`src/rtl/hazard_ctrl.sv`:
```
// hazard_ctrl: central pipeline hazard sequencer for the 5-stage MIPS core.
// Produces PC write enable, IF/ID write/flush and ID/EX flush for load-use
// hazards, EX-stage redirects and multiply/divide occupancy.
//
// Ports:
//   clk, reset            rising-edge clock, asynchronous active-high reset
//   if_id_rs/rt(_used)    source register fields of the instruction in ID
//   id_ex_dm_r            instruction in EX is a load
//   id_ex_wr_reg          destination GPR of the instruction in EX
//   ex_redirect           EX resolved a taken branch or jump
//   md_start              EX issues to the multiply/divide unit
//   pc_write              PC update enable
//   if_id_write           IF/ID load enable
//   if_id_flush           IF/ID clear to NOP
//   id_ex_flush           ID/EX clear
//   md_busy               multi-cycle unit occupied
//   hazard_state          current FSM state (0 RUN, 1 LOAD_STALL, 2 MD_WAIT)
//
// Optional build macro HAZARD_STATS_EN adds stall_cycles (32 bits) and
// flush_events (16 bits) event counters.
module hazard_ctrl #(
    parameter int MD_LATENCY = 32,
    parameter int CNT_W      = 6
) (
    input  logic       clk,
    input  logic       reset,
    input  logic [4:0] if_id_rs,
    input  logic [4:0] if_id_rt,
    input  logic       if_id_rs_used,
    input  logic       if_id_rt_used,
    input  logic       id_ex_dm_r,
    input  logic [4:0] id_ex_wr_reg,
    input  logic       ex_redirect,
    input  logic       md_start,
    output logic       pc_write,
    output logic       if_id_write,
    output logic       if_id_flush,
    output logic       id_ex_flush,
    output logic       md_busy,
`ifdef HAZARD_STATS_EN
    output logic [31:0] stall_cycles,
    output logic [15:0] flush_events,
`endif
    output logic [1:0] hazard_state
);

    typedef enum logic [1:0] {
        S_RUN  = 2'd0,
        S_LOAD = 2'd1,
        S_MD   = 2'd2,
        S_BAD  = 2'd3
    } state_t;

    localparam logic [CNT_W-1:0] MD_LOAD = CNT_W'(MD_LATENCY - 1);

    state_t           r_state;
    state_t           w_next;
    logic [CNT_W-1:0] r_cnt;
    logic [CNT_W-1:0] w_cnt_next;
    logic             w_lu_hit;

    // GPR 0 is hardwired, so a load targeting it never creates a hazard.
    assign w_lu_hit = id_ex_dm_r && (id_ex_wr_reg != 5'd0) &&
                      ((if_id_rs_used && (if_id_rs == id_ex_wr_reg)) ||
                       (if_id_rt_used && (if_id_rt == id_ex_wr_reg)));

    // State register
    always_ff @(posedge clk or posedge reset) begin
        if (reset) begin
            r_state <= S_RUN;
            r_cnt   <= '0;
        end else begin
            r_state <= w_next;
            r_cnt   <= w_cnt_next;
        end
    end

    // Next-state logic
    always_comb begin
        w_next     = S_RUN;
        w_cnt_next = r_cnt;
        case (r_state)
            S_RUN: begin
                if (ex_redirect) begin
                    w_next = S_RUN;
                end else if (md_start) begin
                    w_next     = S_MD;
                    w_cnt_next = MD_LOAD;
                end else if (w_lu_hit) begin
                    w_next = S_LOAD;
                end
            end
            S_LOAD: w_next = S_RUN;
            S_MD: begin
                // Counter reaching zero marks the last MD_WAIT cycle.
                if (r_cnt == '0) begin
                    w_next = S_RUN;
                end else begin
                    w_next     = S_MD;
                    w_cnt_next = r_cnt - 1'b1;
                end
            end
            default: w_next = S_RUN;
        endcase
    end

    // Output logic
    always_comb begin
        pc_write    = 1'b1;
        if_id_write = 1'b1;
        if_id_flush = 1'b0;
        id_ex_flush = 1'b0;
        md_busy     = 1'b0;
        if (reset) begin
            pc_write    = 1'b0;
            if_id_write = 1'b0;
            if_id_flush = 1'b1;
            id_ex_flush = 1'b1;
        end else begin
            case (r_state)
                S_RUN: begin
                    if (ex_redirect) begin
                        if_id_flush = 1'b1;
                        id_ex_flush = 1'b1;
                    end else if (md_start || w_lu_hit) begin
                        pc_write    = 1'b0;
                        if_id_write = 1'b0;
                        id_ex_flush = 1'b1;
                    end
                end
                // Hazard compare is suppressed: the bubble is already in EX.
                S_LOAD: begin
                    if (ex_redirect) begin
                        if_id_flush = 1'b1;
                        id_ex_flush = 1'b1;
                    end
                end
                S_MD: begin
                    pc_write    = 1'b0;
                    if_id_write = 1'b0;
                    id_ex_flush = 1'b1;
                    md_busy     = 1'b1;
                end
                default: ;
            endcase
        end
    end

    assign hazard_state = r_state;

`ifdef HAZARD_STATS_EN
    logic [31:0] r_stall_cycles;
    logic [15:0] r_flush_events;

    always_ff @(posedge clk or posedge reset) begin
        if (reset) begin
            r_stall_cycles <= '0;
            r_flush_events <= '0;
        end else begin
            if (!pc_write)
                r_stall_cycles <= r_stall_cycles + 32'd1;
            if (if_id_flush)
                r_flush_events <= r_flush_events + 16'd1;
        end
    end

    assign stall_cycles = r_stall_cycles;
    assign flush_events = r_flush_events;
`endif

endmodule
```
`config.mk`:
```
export PLATFORM = sky130hd
export DESIGN_NAME = hazard_ctrl
export DESIGN_NICKNAME = d
export VERILOG_FILES = /design/src/rtl/hazard_ctrl.sv
export SDC_FILE = /design/constraint.sdc
export NUM_CORES = 1
export LEC_CHECK = 0
export ABC_AREA = 0
export BUFFER_PORTS_ARGS = -buffer_cell sky130_fd_sc_hd__buf_4
export CAP_MARGIN = 20
export CORE_MARGIN = 2
export CORE_UTILIZATION = 47
export CTS_BUF_LIST = sky130_fd_sc_hd__clkbuf_8
export CTS_CLUSTER_DIAMETER = 100
export DETAILED_ROUTE_END_ITERATION = 8
export HOLD_SLACK_MARGIN = 0.02
export PLACE_DENSITY = 0.8
export SYNTH_ARGS = -nofsm -noshare
export SYNTH_HDL_FRONTEND = slang
export SYNTH_SLANG_ARGS = --single-unit
```
`constraint.sdc`:
```
create_clock -name clk -period 1.8 [get_ports clk]
set_clock_uncertainty 0.05 [all_clocks]
set_input_delay 0.18 -clock clk [delete_from_list [all_inputs] [get_ports clk]]
set_output_delay 0.18 -clock clk [all_outputs]
set_load 0.05 [all_outputs]
```
==> impl_results.md, run 1 <==
- Cell type with the largest total area after synthesis: sky130_fd_sc_hd__dfrtp_1
- Clock period minus worst slack: 1.69 ns
- Hold path depth: 4
- Number of register bits inferred by synthesis: 8
- Final Hold Violating Endpoints: 0
- Most area-consuming cells after synthesis: sky130_fd_sc_hd__dfrtp_1 (32%), sky130_fd_sc_hd__xor2_1 (11%), sky130_fd_sc_hd__a211oi_1 (4.8%)
- Root buf cell: sky130_fd_sc_hd__clkbuf_8
- Top post-synthesis cells by count: sky130_fd_sc_hd__dfrtp_1 (8), sky130_fd_sc_hd__nor2_1 (8), sky130_fd_sc_hd__xor2_1 (8)
- Count of unresolved DRC violations after routing: 0
- Slew Viols, Final: 0
- Async SR Flop Fraction: 100%
- Start-to-end type of the worst setup path: flip-flop to primary output
- Die Ht: 40.7 um
- Final clock period utilization by the worst path: between 90% and 100%
- X dimension of the die: a little over 40 um
- Sequential cell area fraction in the yosys report: a little under a third
- Start point of the worst min-delay path: md_start
- Source-to-sink clock delay at the later pin of the worst-skew pair: 0.23 ns
- Diodes inserted: 0
- Worst hold-check slack: between 0.15 and 0.2 ns
- Final TNS setup: 0 ns
- Max IR drop VDD: roughly 0.71 mV
- Pin count of the biggest net entering global routing: 11
- Crit-path max cell delay: 0.44 ns
- Unique cell type count in the Yosys netlist: 32
- Routability cong.: just over 0.8
- Synth Cell Area: around 630 sq um
- Max FO, Critical Path: 7
- Setup crit end kind: primary output
- Post-CTS setup-driven buffer insertion count: 0
- Endpoint of the most critical register-to-register path: r_cnt[1]
- Wire length of the first global-routing pass: 2.36 mm
- Count of mapped cells out of synthesis: 73
- Max Root-Sink Buffers: 2
- Logic depth of the worst register-to-register path: 4
- Count of H-tree levels built during CTS: 1
- HPWL after detailed placement: around 1.3 mm
- TritonCTS clock tree: yes
- Total overflow reported by the global router: 0
- Data required time at the worst endpoint: 1.57 ns
- Vias per cell: 5.06
- GRT Util Overall: around 22%
- Fraction of final layout cells with drive strength greater than 1: 40.2%
- Actual slew at the worst max-slew pin: 0.395 ns
- Mapped Nets: 97
- Setup repair after global routing missed its margin: no
- Initial cell density of the core: approximately 50%
- Crit path max-delay family: flip-flops
- Final core occ: about 74%
- Die ar.: between 1500 and 2000 sq um
- Std cell rows: 13
- Yosys warns: 0
- Number of ports placed on the die boundary: 29
- Overall power after layout: 0.000955 W
- Number of vias in the routed layout: 617
- Routed wire length: approximately 1.5 mm
- Final non-filler cell total: ~120
- Via count of the first global-routing pass: about 560
- Max Clock Freq: about 590 MHz
- Max-slew headroom: 73.7%
- Clock-pin slew reported for the worst setup and hold paths after clock tree synthesis: roughly 0.04 ns
- Number of buffers inserted by port buffering: 28
- Number of nets with antenna violations after detailed routing: 0
- Std-Cell Core Area: roughly 1300 sq um
- Areal power density over the cells: about 1000 nW/um^2
- Classification of the worst-slack hold path: input pin to flip-flop
- Average routed wire per standard cell: about 12 um
- Count of clock tree sinks: 8
- WP buf/inv: 1
- Length of the first detailed-routing pass in iterations: 4
- TritonCTS buffer count: 3
- Nets: roughly 130
- Avg Inst Size Synth: a little under 9 sq um
- Cell at the slowest stage of the critical path: sky130_fd_sc_hd__dfrtp_2
- Result of the run: finished clean
- Kind of start point of the critical path: flip-flop
- Arrival time at the worst endpoint: around 1.5 ns
- Beginning of the worst register-to-register path: r_cnt[2]
- Max-cap violations: 0
- Area growth from synthesis to final layout: 50.5%
- Number of flops mapped to enable cells by yosys: 0
- Share of the synthesized area in the top cell type: a little under a third
- Dominant register cell in the synthesized netlist: sky130_fd_sc_hd__dfrtp_1
- Detailed router's first-iteration violation count: 11
- # placed instances: 117
- Leak pwr: between 0.4 and 0.5 nW
- Number of endpoints failing setup at the final stage: 0
- Ordered cell list for the critical path: or3_1, o21a_4, buf_4
- Initial antenna violation count: 0
- Setup slack, reg-to-reg: around 0.12 ns
- Destination of the worst hold path: hazard_state[0]
## cells by family after synthesis
family / after synthesis / share of synthesized area [%]
adder cells (fa/ha/maj): 2 / 3.96
flip-flops: 8 / 31.7
AND/OR/NAND/NOR: 30 / 26.1
multiplexers: 1 / 1.78
AO/OA/AOI/OAI: 12 / 14.7
XOR/XNOR: 10 / 13.9
buffers and inverters: 10 / 7.92
## cell type report
class	count	area (sq um)
Clock buffer	3	41.3
Clock inverter	1	3.75
Fill cell	95	334
Inverter	7	26.3
Multi-Input combinational cell	55	409
Sequential cell	8	201
Tap cell	15	18.8
Timing Repair Buffer	33	250
## timing repair
action	CTS	global route
gates resized for setup	0	3
endpoints found under the hold margin	8	0
endpoints found under the setup margin	0	3
hold buffers	1	0
## cell usage in the layout, fill, tap and decap left out, types with 2 or more instances in the layout
| cell | instances |
|---|---|
| sky130_fd_sc_hd__and4_1 | 3 |
| sky130_fd_sc_hd__a211oi_2 | 3 |
| sky130_fd_sc_hd__or3_1 | 2 |
| sky130_fd_sc_hd__clkbuf_8 | 3 |
| sky130_fd_sc_hd__inv_1 | 8 |
| sky130_fd_sc_hd__xnor2_1 | 2 |
| sky130_fd_sc_hd__ha_1 | 2 |
| sky130_fd_sc_hd__xor2_1 | 8 |
| sky130_fd_sc_hd__buf_4 | 32 |
| sky130_fd_sc_hd__a211oi_1 | 2 |
| sky130_fd_sc_hd__nand2_1 | 2 |
| sky130_fd_sc_hd__nor3_1 | 4 |
| sky130_fd_sc_hd__nor2_1 | 8 |
| sky130_fd_sc_hd__nor4_1 | 2 |
| sky130_fd_sc_hd__dfrtp_1 | 7 |
## worst max path at each step
stage          slack [ns]            start  depth (start not counted)     endpoint
6_report             0.11  hazard_state[0]                          3  if_id_write
5_1_grt              0.03         r_cnt[2]                          4     r_cnt[1]
4_1_cts              0.06            reset                          5  if_id_write
3_5_place_dp         0.09  id_ex_wr_reg[3]                          6  if_id_write
3_3_place_gp         0.10  id_ex_wr_reg[3]                          6     pc_write
2_1_floorplan        0.01  id_ex_wr_reg[3]                          5     pc_write
## per-stage QoR
step                      worst slack [ns]  cell area (sq um)
after global placement               0.105                886
after floorplan                     0.0143                651
after CTS                           0.0630                941
after detailed placement            0.0856                886
final                                0.109                951
after global routing                0.0288                951
## state kept, by name (all words and copies together) (netlist names)
register / flops
r_cnt: 6
hazard_state: 2
## worst reg2reg max path, cell delays in order (launching register included)
cell                      delay, ns
sky130_fd_sc_hd__dfrtp_1       0.38
sky130_fd_sc_hd__or3_1         0.39
sky130_fd_sc_hd__o31a_1        0.27
sky130_fd_sc_hd__nor2_1        0.14
sky130_fd_sc_hd__mux2_2        0.35
## where the power goes
part	internal (W)	switching (W)	leakage (nW)
combinational	0.000198	0.000230	0.332
sequential	0.000251	0.0000573	0.0890
clock	0.000148	0.0000700	0.0269
## layer usage
metal / part of all wire [%] / track usage (%) / vias to the layer above
met2: 52 / 40.1 / 15
li1: - / - / 328
met4: 0 / 2.50 / 0
met3: 3.6 / 4.89 / 0
met1: 44 / 25.7 / 274
met5: 0 / 0 / -
(Power assumes the default switching activity.)
==> run 2, diff against run 1 <==
==> config.mk (replaced) <==
export PLATFORM = sky130hd
export DESIGN_NAME = hazard_ctrl
export DESIGN_NICKNAME = d
export VERILOG_FILES = /design/src/rtl/hazard_ctrl.sv
export SDC_FILE = /design/constraint.sdc
export NUM_CORES = 1
export LEC_CHECK = 0
export ABC_AREA = 1
export BUFFER_PORTS_ARGS = -buffer_cell sky130_fd_sc_hd__buf_4
export CAP_MARGIN = 20
export CORE_MARGIN = 2
export CORE_UTILIZATION = 45
export CTS_BUF_LIST = sky130_fd_sc_hd__clkbuf_8
export CTS_CLUSTER_DIAMETER = 100
export DETAILED_ROUTE_END_ITERATION = 8
export HOLD_SLACK_MARGIN = 0.02
export PLACE_DENSITY = 0.78
export SYNTH_ARGS = -nofsm -noshare
export SYNTH_HDL_FRONTEND = slang
export SYNTH_SLANG_ARGS = --single-unit
==> constraint.sdc (replaced) <==
create_clock -name clk -period 1.5 [get_ports clk]
set_clock_uncertainty 0.05 [all_clocks]
set_input_delay 0.15 -clock clk [delete_from_list [all_inputs] [get_ports clk]]
set_output_delay 0.15 -clock clk [all_outputs]
set_load 0.05 [all_outputs]
==> impl_results.md, run 2 <==
- Share of power burned in the clock network: 17.5% (-5.3 points)
- Total overflow reported by the global router: 0 (unchanged)
- Share of the synthesized area in the top cell type: 26.8% (-4.9 points)
- Async SR Flop Fraction: 100% (unchanged)
- Number of vias in the routed layout: 848 (+37%)
- TritonCTS buffer count: 3 (unchanged)
- Data required time at the worst endpoint: 1.30 ns (-0.27 ns)
- Std-Cell Core Area: 1520 sq um (+19%)
- Mapped Nets: 145 (+49%)
- Max-cap violations: 0 (unchanged)
- Most area-consuming cells after synthesis: sky130_fd_sc_hd__dfrtp_1 (27%), sky130_fd_sc_hd__nand2_1 (21%), sky130_fd_sc_hd__inv_1 (13%)
- Dominant register cell in the synthesized netlist: sky130_fd_sc_hd__dfrtp_1
- Diodes inserted: 0 (unchanged)
- Max Root-Sink Buffers: 2 (unchanged)
- Actual slew at the worst max-slew pin: 0.225 ns (-0.170 ns)
- Leak pwr: 0.649 nW (+45%)
- Count of clock tree sinks: 8 (unchanged)
- Switching Share: 44.6% (+7.1 points)
- Clock period minus worst slack: 1.46 ns
- Number of nets with antenna violations after detailed routing: 0 (unchanged)
- Die ar.: 2000 sq um (+21%)
- Portion of total power attributed to combinational logic: 58.1% (+13 points)
- HPWL after detailed placement: 1.43 mm (+13%)
- Root buf cell: sky130_fd_sc_hd__clkbuf_8
- Kind of start point of the critical path: input pin
- Final core occ: 78.8% (+4.8 points)
- WP buf/inv: 4 (+3)
- GRT Util Overall: 21.1% (-0.50 points)
- Crit-path max cell delay: 0.17 ns (-0.27 ns)
- TritonCTS clock tree: yes
- Source-to-sink clock delay at the later pin of the worst-skew pair: 0.23 ns (about the same)
- Initial antenna violation count: 0 (unchanged)
- Fillcell total: 114 (+20%)
- Register share of total power: 24.4% (-7.9 points)
- Switching component of the power: 0.000682 W (+91%)
- Ordered cell list for the critical path: buf_6, inv_4, nand2_2, nand2_1, nor2_1, nand3_1, nand2_1, nand2_2, nand2_2, nand3_2, nand2_2, clkinvlp_4, buf_8
- Max Clock Freq: ~700 MHz
- Internal power of the cells: 0.000848 W (+42%)
- Area occupied by registers: 203 sq um (+0.62%)
- X dimension of the die: 44.8 um (+10%)
- Areal power density over the cells: 1270 nW/um^2 (+27%)
- Sequential cell area fraction in the yosys report: 26.8% (-4.9 points)
- Top register by number of flip-flops: r_cnt
- Unique cell type count in the Yosys netlist: 21 (-34%)
- Arrival time at the worst endpoint: 1.26 ns (-0.20 ns)
- Count of unresolved DRC violations after routing: 0 (unchanged)
- Top-count cell post-synth: sky130_fd_sc_hd__nand2_1
- Max FO, Critical Path: 4 (-3)
- Cell type with the largest total area after synthesis: sky130_fd_sc_hd__dfrtp_1
- Initial cell density of the core: 49.1% (-0.075 points)
- Classification of the worst-slack hold path: input pin to flip-flop
- Final non-filler cell area: 1200 sq um (+26%)
- Final Hold Violating Endpoints: 0 (unchanged)
- Yosys warns: 0 (unchanged)
- Wire length of the first global-routing pass: 3.05 mm (+29%)
- Length of the first detailed-routing pass in iterations: 4 (unchanged)
- Routed wire length: 2.07 mm (+37%)
- Die Ht: 44.8 um (+10%)
- Std cell rows: 14 (+1)
- Start-to-end type of the worst setup path: input pin to primary output
- Pin count of the biggest net entering global routing: 10 (-1)
- Number of flops mapped to enable cells by yosys: 0 (unchanged)
- Via count of the first global-routing pass: 753 (+34%)
- Avg Inst Size Synth: 6.18 sq um (-29%)
- Synth Cell Area: 748 sq um (+18%)
- Most frequent cells in the layout: sky130_fd_sc_hd__nand2_1 (28), sky130_fd_sc_hd__buf_4 (28), sky130_fd_sc_hd__nand2_2 (16), sky130_fd_sc_hd__inv_1 (16), sky130_fd_sc_hd__nor2_1 (11)
- Vias per cell: 4.79 (-5.3%)
- Max IR drop VDD: 1.15 mV (+62%)
- Clock-pin slew reported for the worst setup and hold paths after clock tree synthesis: 0.05 ns (about the same)
- Routability cong.: 0.798 (-2.7%)
- Final clock period utilization by the worst path: about 97%
- Max-slew headroom: 85.0% (+11 points)
- Number of ports placed on the die boundary: 29 (unchanged)
- Detailed router's first-iteration violation count: 10 (-1)
- Count of mapped cells out of synthesis: 121 (+66%)
- Fraction of final layout cells with drive strength greater than 1: 52.8% (+13 points)
- Cell at the slowest stage of the critical path: sky130_fd_sc_hd__buf_8
- Number of buffers inserted by port buffering: 28 (unchanged)
- Setup crit end kind: primary output
- Footprint of the multi-input gates: 507 sq um (+24%)
- Most repeated library cell on the critical path: sky130_fd_sc_hd__nand2_2
- Final TNS setup: 0 ns (unchanged)
- Nets: 186 (+41%)
- Number of endpoints failing setup at the final stage: 0 (unchanged)
- Crit path max-delay family: simple AND/OR/NAND/NOR gates
- Count of H-tree levels built during CTS: 1 (unchanged)
- Number of register bits inferred by synthesis: 8 (unchanged)
- Post-detailed-placement cell area: 1010 sq um (+14%)
- Area growth from synthesis to final layout: 60.5%
- Average routed wire per standard cell: 11.7 um (-5.9%)
- Result of the run: finished clean
- Number of flip-flops in the largest register: 6 (unchanged)
- Slew Viols, Final: 0 (unchanged)
- Top post-synthesis cells by count: sky130_fd_sc_hd__nand2_1 (42), sky130_fd_sc_hd__inv_1 (26), sky130_fd_sc_hd__nor2_1 (14)
run 2: per-stage QoR:
stage	instances	power [W]	setup WS, ns	hold WS, ns
finish	177	0.00153	0.0424	0.174
global route	177	0.00163	-0.0475	0.193
CTS	175	0.00140	0.00449	0.156
detailed placement	168	0.00108	0.00854	0.134
global placement	168	0.00106	0.0212	0.126
floorplan	121	0.000858	-0.104	-0.0763
run 2: path summary, 6_finish.rpt:
check                                 from              end  slack (ns)  depth (start not counted)
max                        id_ex_wr_reg[4]      if_id_write        0.04                         13
min reg2reg                       r_cnt[3]         r_cnt[3]        0.45                          2
min in group asynchronous            reset         r_cnt[0]        0.45                          4
max reg2reg                       r_cnt[0]         r_cnt[5]        0.05                         10
max in group asynchronous            reset  hazard_state[1]        0.80                          4
min                               md_start  hazard_state[0]        0.17                          4
run 2: power groups by stage:
| stage | clock network [W] | registers [W] | logic [W] |
|---|---|---|---|
| 3_3_place_gp | 0 | 0.000364 | 0.000698 |
| 4_1_cts | 0.000275 | 0.000365 | 0.000761 |
| 6_report | 0.000268 | 0.000373 | 0.000889 |
| 5_1_grt | 0.000288 | 0.000378 | 0.000962 |
| 2_1_floorplan | 0 | 0.000405 | 0.000453 |
| 3_5_place_dp | 0 | 0.000368 | 0.000715 |
run 2: per-layer routing:
layer,track usage [%],up-vias,part of all wire (%),routed length [um]
li1,-,444,-,-
met1,26.3,382,42,864
met2,34.8,20,53,1090
met3,6.40,2,4.4,90
met4,7.06,0,0.87,18
met5,0,-,0,0
run 2: layout make-up:
class                      count  share of cell area, %
clock buffer                   3                   3.44
clock inverter                 1                  0.313
inverter                      29                   10.0
multi-input combinational     84                   42.2
sequential                     8                   16.9
tap                           16                   1.67
timing repair buffer          36                   25.5
run 2: what timing repair did:
action                                  in CTS  in global routing
resized for setup                            0                 42
hold buffers                                 1                  0
gates cloned                                 0                  1
pin swaps                                    1                 21
hold endpoints to repair                     8                  0
setup buffers                                2                  1
endpoints found under the setup margin       2                  5
run 2: logic make-up (layout without fill, tap and decap cells):
| group | after synthesis | after routing | share of synthesized area, % |
|---|---|---|---|
| adder cells (fa/ha/maj) | 2 | 2 | 3.34 |
| flip-flops | 8 | 8 | 26.8 |
| AO/OA/AOI/OAI | 8 | 8 | 7.86 |
| AND/OR/NAND/NOR | 73 | 74 | 46.5 |
| buffers and inverters | 30 | 69 | 15.6 |
run 2: worst min-delay path: cells and delay by family:
kind / cells / cell delay (ns)
buf+inv: 2 / 0.15
simple gates: 2 / 0.12
==> run 3, diff against run 2 <==
--- a/config.mk
+++ b/config.mk
@@ -8,8 +8,10 @@
 export ABC_AREA = 1
 export BUFFER_PORTS_ARGS = -buffer_cell sky130_fd_sc_hd__buf_4
 export CAP_MARGIN = 20
+export CELL_PAD_IN_SITES_DETAIL_PLACEMENT = 0
+export CELL_PAD_IN_SITES_GLOBAL_PLACEMENT = 1
 export CORE_MARGIN = 2
-export CORE_UTILIZATION = 45
+export CORE_UTILIZATION = 30
 export CTS_BUF_LIST = sky130_fd_sc_hd__clkbuf_8
 export CTS_CLUSTER_DIAMETER = 100
 export DETAILED_ROUTE_END_ITERATION = 8
==> constraint.sdc (replaced) <==
create_clock -name clk -period 1.3 [get_ports clk]
set_clock_uncertainty 0.05 [all_clocks]
set_input_delay 0.13 -clock clk [delete_from_list [all_inputs] [get_ports clk]]
set_output_delay 0.13 -clock clk [all_outputs]
set_load 0.05 [all_outputs]
==> impl_results.md, run 3 (synthesis results as in run 2) <==
- Number of vias in the routed layout: 874 (+3.1%)
- Count of unresolved DRC violations after routing: 0 (unchanged)
- Nets: 196 (+5.4%)
- Wire length of the first global-routing pass: 3.22 mm (+5.7%)
- Clock-pin slew reported for the worst setup and hold paths after clock tree synthesis: 0.04 ns (about the same)
- Die Ht: 53.9 um (+20%)
- Top register by number of flip-flops: r_cnt
- Kind of start point of the critical path: flip-flop
- X dimension of the die: 53.9 um (+20%)
- Std-Cell Core Area: 2410 sq um (+58%)
- Final clock period utilization by the worst path: 111%
- HPWL after detailed placement: 1.46 mm (+1.8%)
- Max Root-Sink Buffers: 2 (unchanged)
- Max IR drop VDD: 1.21 mV (+5.1%)
- Clock period minus worst slack: approximately 1.4 ns
- Violated checks: setup timing
- Detailed router's first-iteration violation count: 5 (-5)
- Final TNS setup: -0.809 ns (-0.809 ns)
- Source-to-sink clock delay at the later pin of the worst-skew pair: 0.23 ns (about the same)
- Total overflow reported by the global router: 0 (unchanged)
- Routability cong.: 0.755 (-5.3%)
- Via count of the first global-routing pass: 800 (+6.2%)
- Max-cap violations: 0 (unchanged)
- Number of buffers inserted by port buffering: 28 (unchanged)
- Start-to-end type of the worst setup path: flip-flop to primary output
- Final core occ: 56.4% (-22 points)
- Average routed wire per standard cell: 10.3 um (-12%)
- Area growth from synthesis to final layout: 81.8%
- Fraction of final layout cells with drive strength greater than 1: 53.2% (+0.42 points)
- TritonCTS clock tree: yes
- Number of nets with antenna violations after detailed routing: 0 (unchanged)
- Slew Viols, Final: 0 (unchanged)
- Routed wire length: 2.08 mm (+0.48%)
- Cell at the slowest stage of the critical path: sky130_fd_sc_hd__dfrtp_2
- Setup crit end kind: primary output
- Areal power density over the cells: 1540 nW/um^2 (+21%)
- Min setup slack post-route: -0.143 ns (-0.186 ns)
- Max-slew headroom: 86.6% (+1.7 points)
- Diodes inserted: 0 (unchanged)
- Initial cell density of the core: 31.0% (-18 points)
- Number of ports placed on the die boundary: 29 (unchanged)
- TritonCTS buffer count: 3 (unchanged)
- Max FO, Critical Path: 3 (-1)
- Most common library cell in the layout ignoring fill and taps: sky130_fd_sc_hd__nand2_1
- Classification of the worst-slack hold path: input pin to asynchronous set/reset pin
- Setup repair after global routing missed its margin: yes
- Count of H-tree levels built during CTS: 1 (unchanged)
- Number of flip-flops in the largest register: 6 (unchanged)
- Logic depth of the worst register-to-register path: 8 (-2)
- Arrival time at the worst endpoint: 1.26 ns (about the same)
- GRT Util Overall: 15.3% (-5.7 points)
- Die ar.: 2910 sq um (+45%)
- Initial antenna violation count: 0 (unchanged)
- Most frequent cells in the layout: sky130_fd_sc_hd__nand2_1 (37), sky130_fd_sc_hd__buf_4 (34), sky130_fd_sc_hd__inv_1 (20), sky130_fd_sc_hd__nor2_1 (8), sky130_fd_sc_hd__buf_6 (8)
- Actual slew at the worst max-slew pin: 0.200 ns (-0.0249 ns)
- Root buf cell: sky130_fd_sc_hd__clkbuf_8
- Leak pwr: 0.729 nW (+12%)
- Length of the first detailed-routing pass in iterations: 4 (unchanged)
- Vias per cell: 4.35 (-9.2%)
- Result of the run: finished, violations left
- Number of endpoints failing setup at the final stage: 9 (+9)
- Crit-path max cell delay: 0.43 ns (+0.26 ns)
- Count of clock tree sinks: 8 (unchanged)
- Data required time at the worst endpoint: 1.12 ns (-0.18 ns)
- Final Hold Violating Endpoints: 0 (unchanged)
- Pin count of the biggest net entering global routing: 9 (-1)
- Ordered cell list for the critical path: buf_6, inv_4, nand3_2, nand2_2, clkinvlp_4, buf_8
- Overall power after layout: 0.00209 W (+37%)
- Max Clock Freq: about 690 MHz
- Std cell rows: 18 (+4)
==> run 3: cell types whose count changed in the layout (fill, tap and decap cells not counted), moves of 2 or more <==
cell and delta:
sky130_fd_sc_hd__nand3_4 +2, sky130_fd_sc_hd__inv_1 +4, sky130_fd_sc_hd__inv_2 -4, sky130_fd_sc_hd__nor2_1 -3, sky130_fd_sc_hd__o21ai_2 +2, sky130_fd_sc_hd__nor2_4 +2, sky130_fd_sc_hd__nand2_1 +9, sky130_fd_sc_hd__nand2_2 -11
sky130_fd_sc_hd__nand3_1 -3, sky130_fd_sc_hd__o21ai_0 -3, sky130_fd_sc_hd__nand2_4 +2, sky130_fd_sc_hd__buf_6 +3, sky130_fd_sc_hd__buf_4 +6
==> run 3: worst paths after layout <==
check,slack (ns),from,end
max,-0.14,hazard_state[0],if_id_write
min,0.14,reset,hazard_state[1]
max reg2reg,-0.10,r_cnt[1],r_cnt[3]
min reg2reg,0.45,r_cnt[5],r_cnt[5]
max in group asynchronous,0.92,reset,hazard_state[0]
min in group clk,0.15,md_start,hazard_state[0]
==> run 3: final cells by class <==
type	instances	area, sq um
fillers	229	1050
multi-input cells	84	552
repair buffers	46	403
flip-flops and latches	8	203
inverters	29	120
clock buffers	3	41.3
well taps	30	37.5
clock inverters	1	3.75
==> run 3: per-stage QoR <==
step / instances / instance area, sq um / hold WS (ns) / worst slack [ns]
after global routing: 201 / 1360 / 0.157 / -0.206
after detailed placement: 189 / 1080 / 0.112 / -0.141
after floorplan: 121 / 767 / -0.0963 / -0.284
after global placement: 189 / 1080 / 0.115 / -0.113
after CTS: 197 / 1250 / 0.137 / -0.149
final: 201 / 1360 / 0.137 / -0.143
==> run 3: critical path: cells and delay by family, from the launching register on <==
family	cells	cell delay [ns]
buffers and inverters	4	0.44
flip-flops	1	0.43
AND/OR/NAND/NOR	2	0.15
==> run 3: per-layer routing <==
layer | GRT usage (%) | vias up | routed length, um
met5 | 0 | - | 0
met1 | 18.2 | 385 | 858
met3 | 2.50 | 2 | 86
met2 | 27.6 | 25 | 1120
met4 | 5.13 | 0 | 14
li1 | - | 462 | -
==> run 3: power by group <==
group	total [W]	leakage [nW]	switching [W]	internal, W
Combinational	0.00136	0.612	0.000740	0.000622
Clock	0.000313	0.0269	0.000107	0.000205
Sequential	0.000420	0.0897	0.0000763	0.000344
==> run 3: timing repair <==
action                                 CTS  global route
setup buffers                            2             4
resized for setup                       26            26
gates cloned                             1             0
endpoints found under the hold margin    8             0
setup endpoints to repair                9            11
pin swaps                               10            19
hold buffers                             1             0
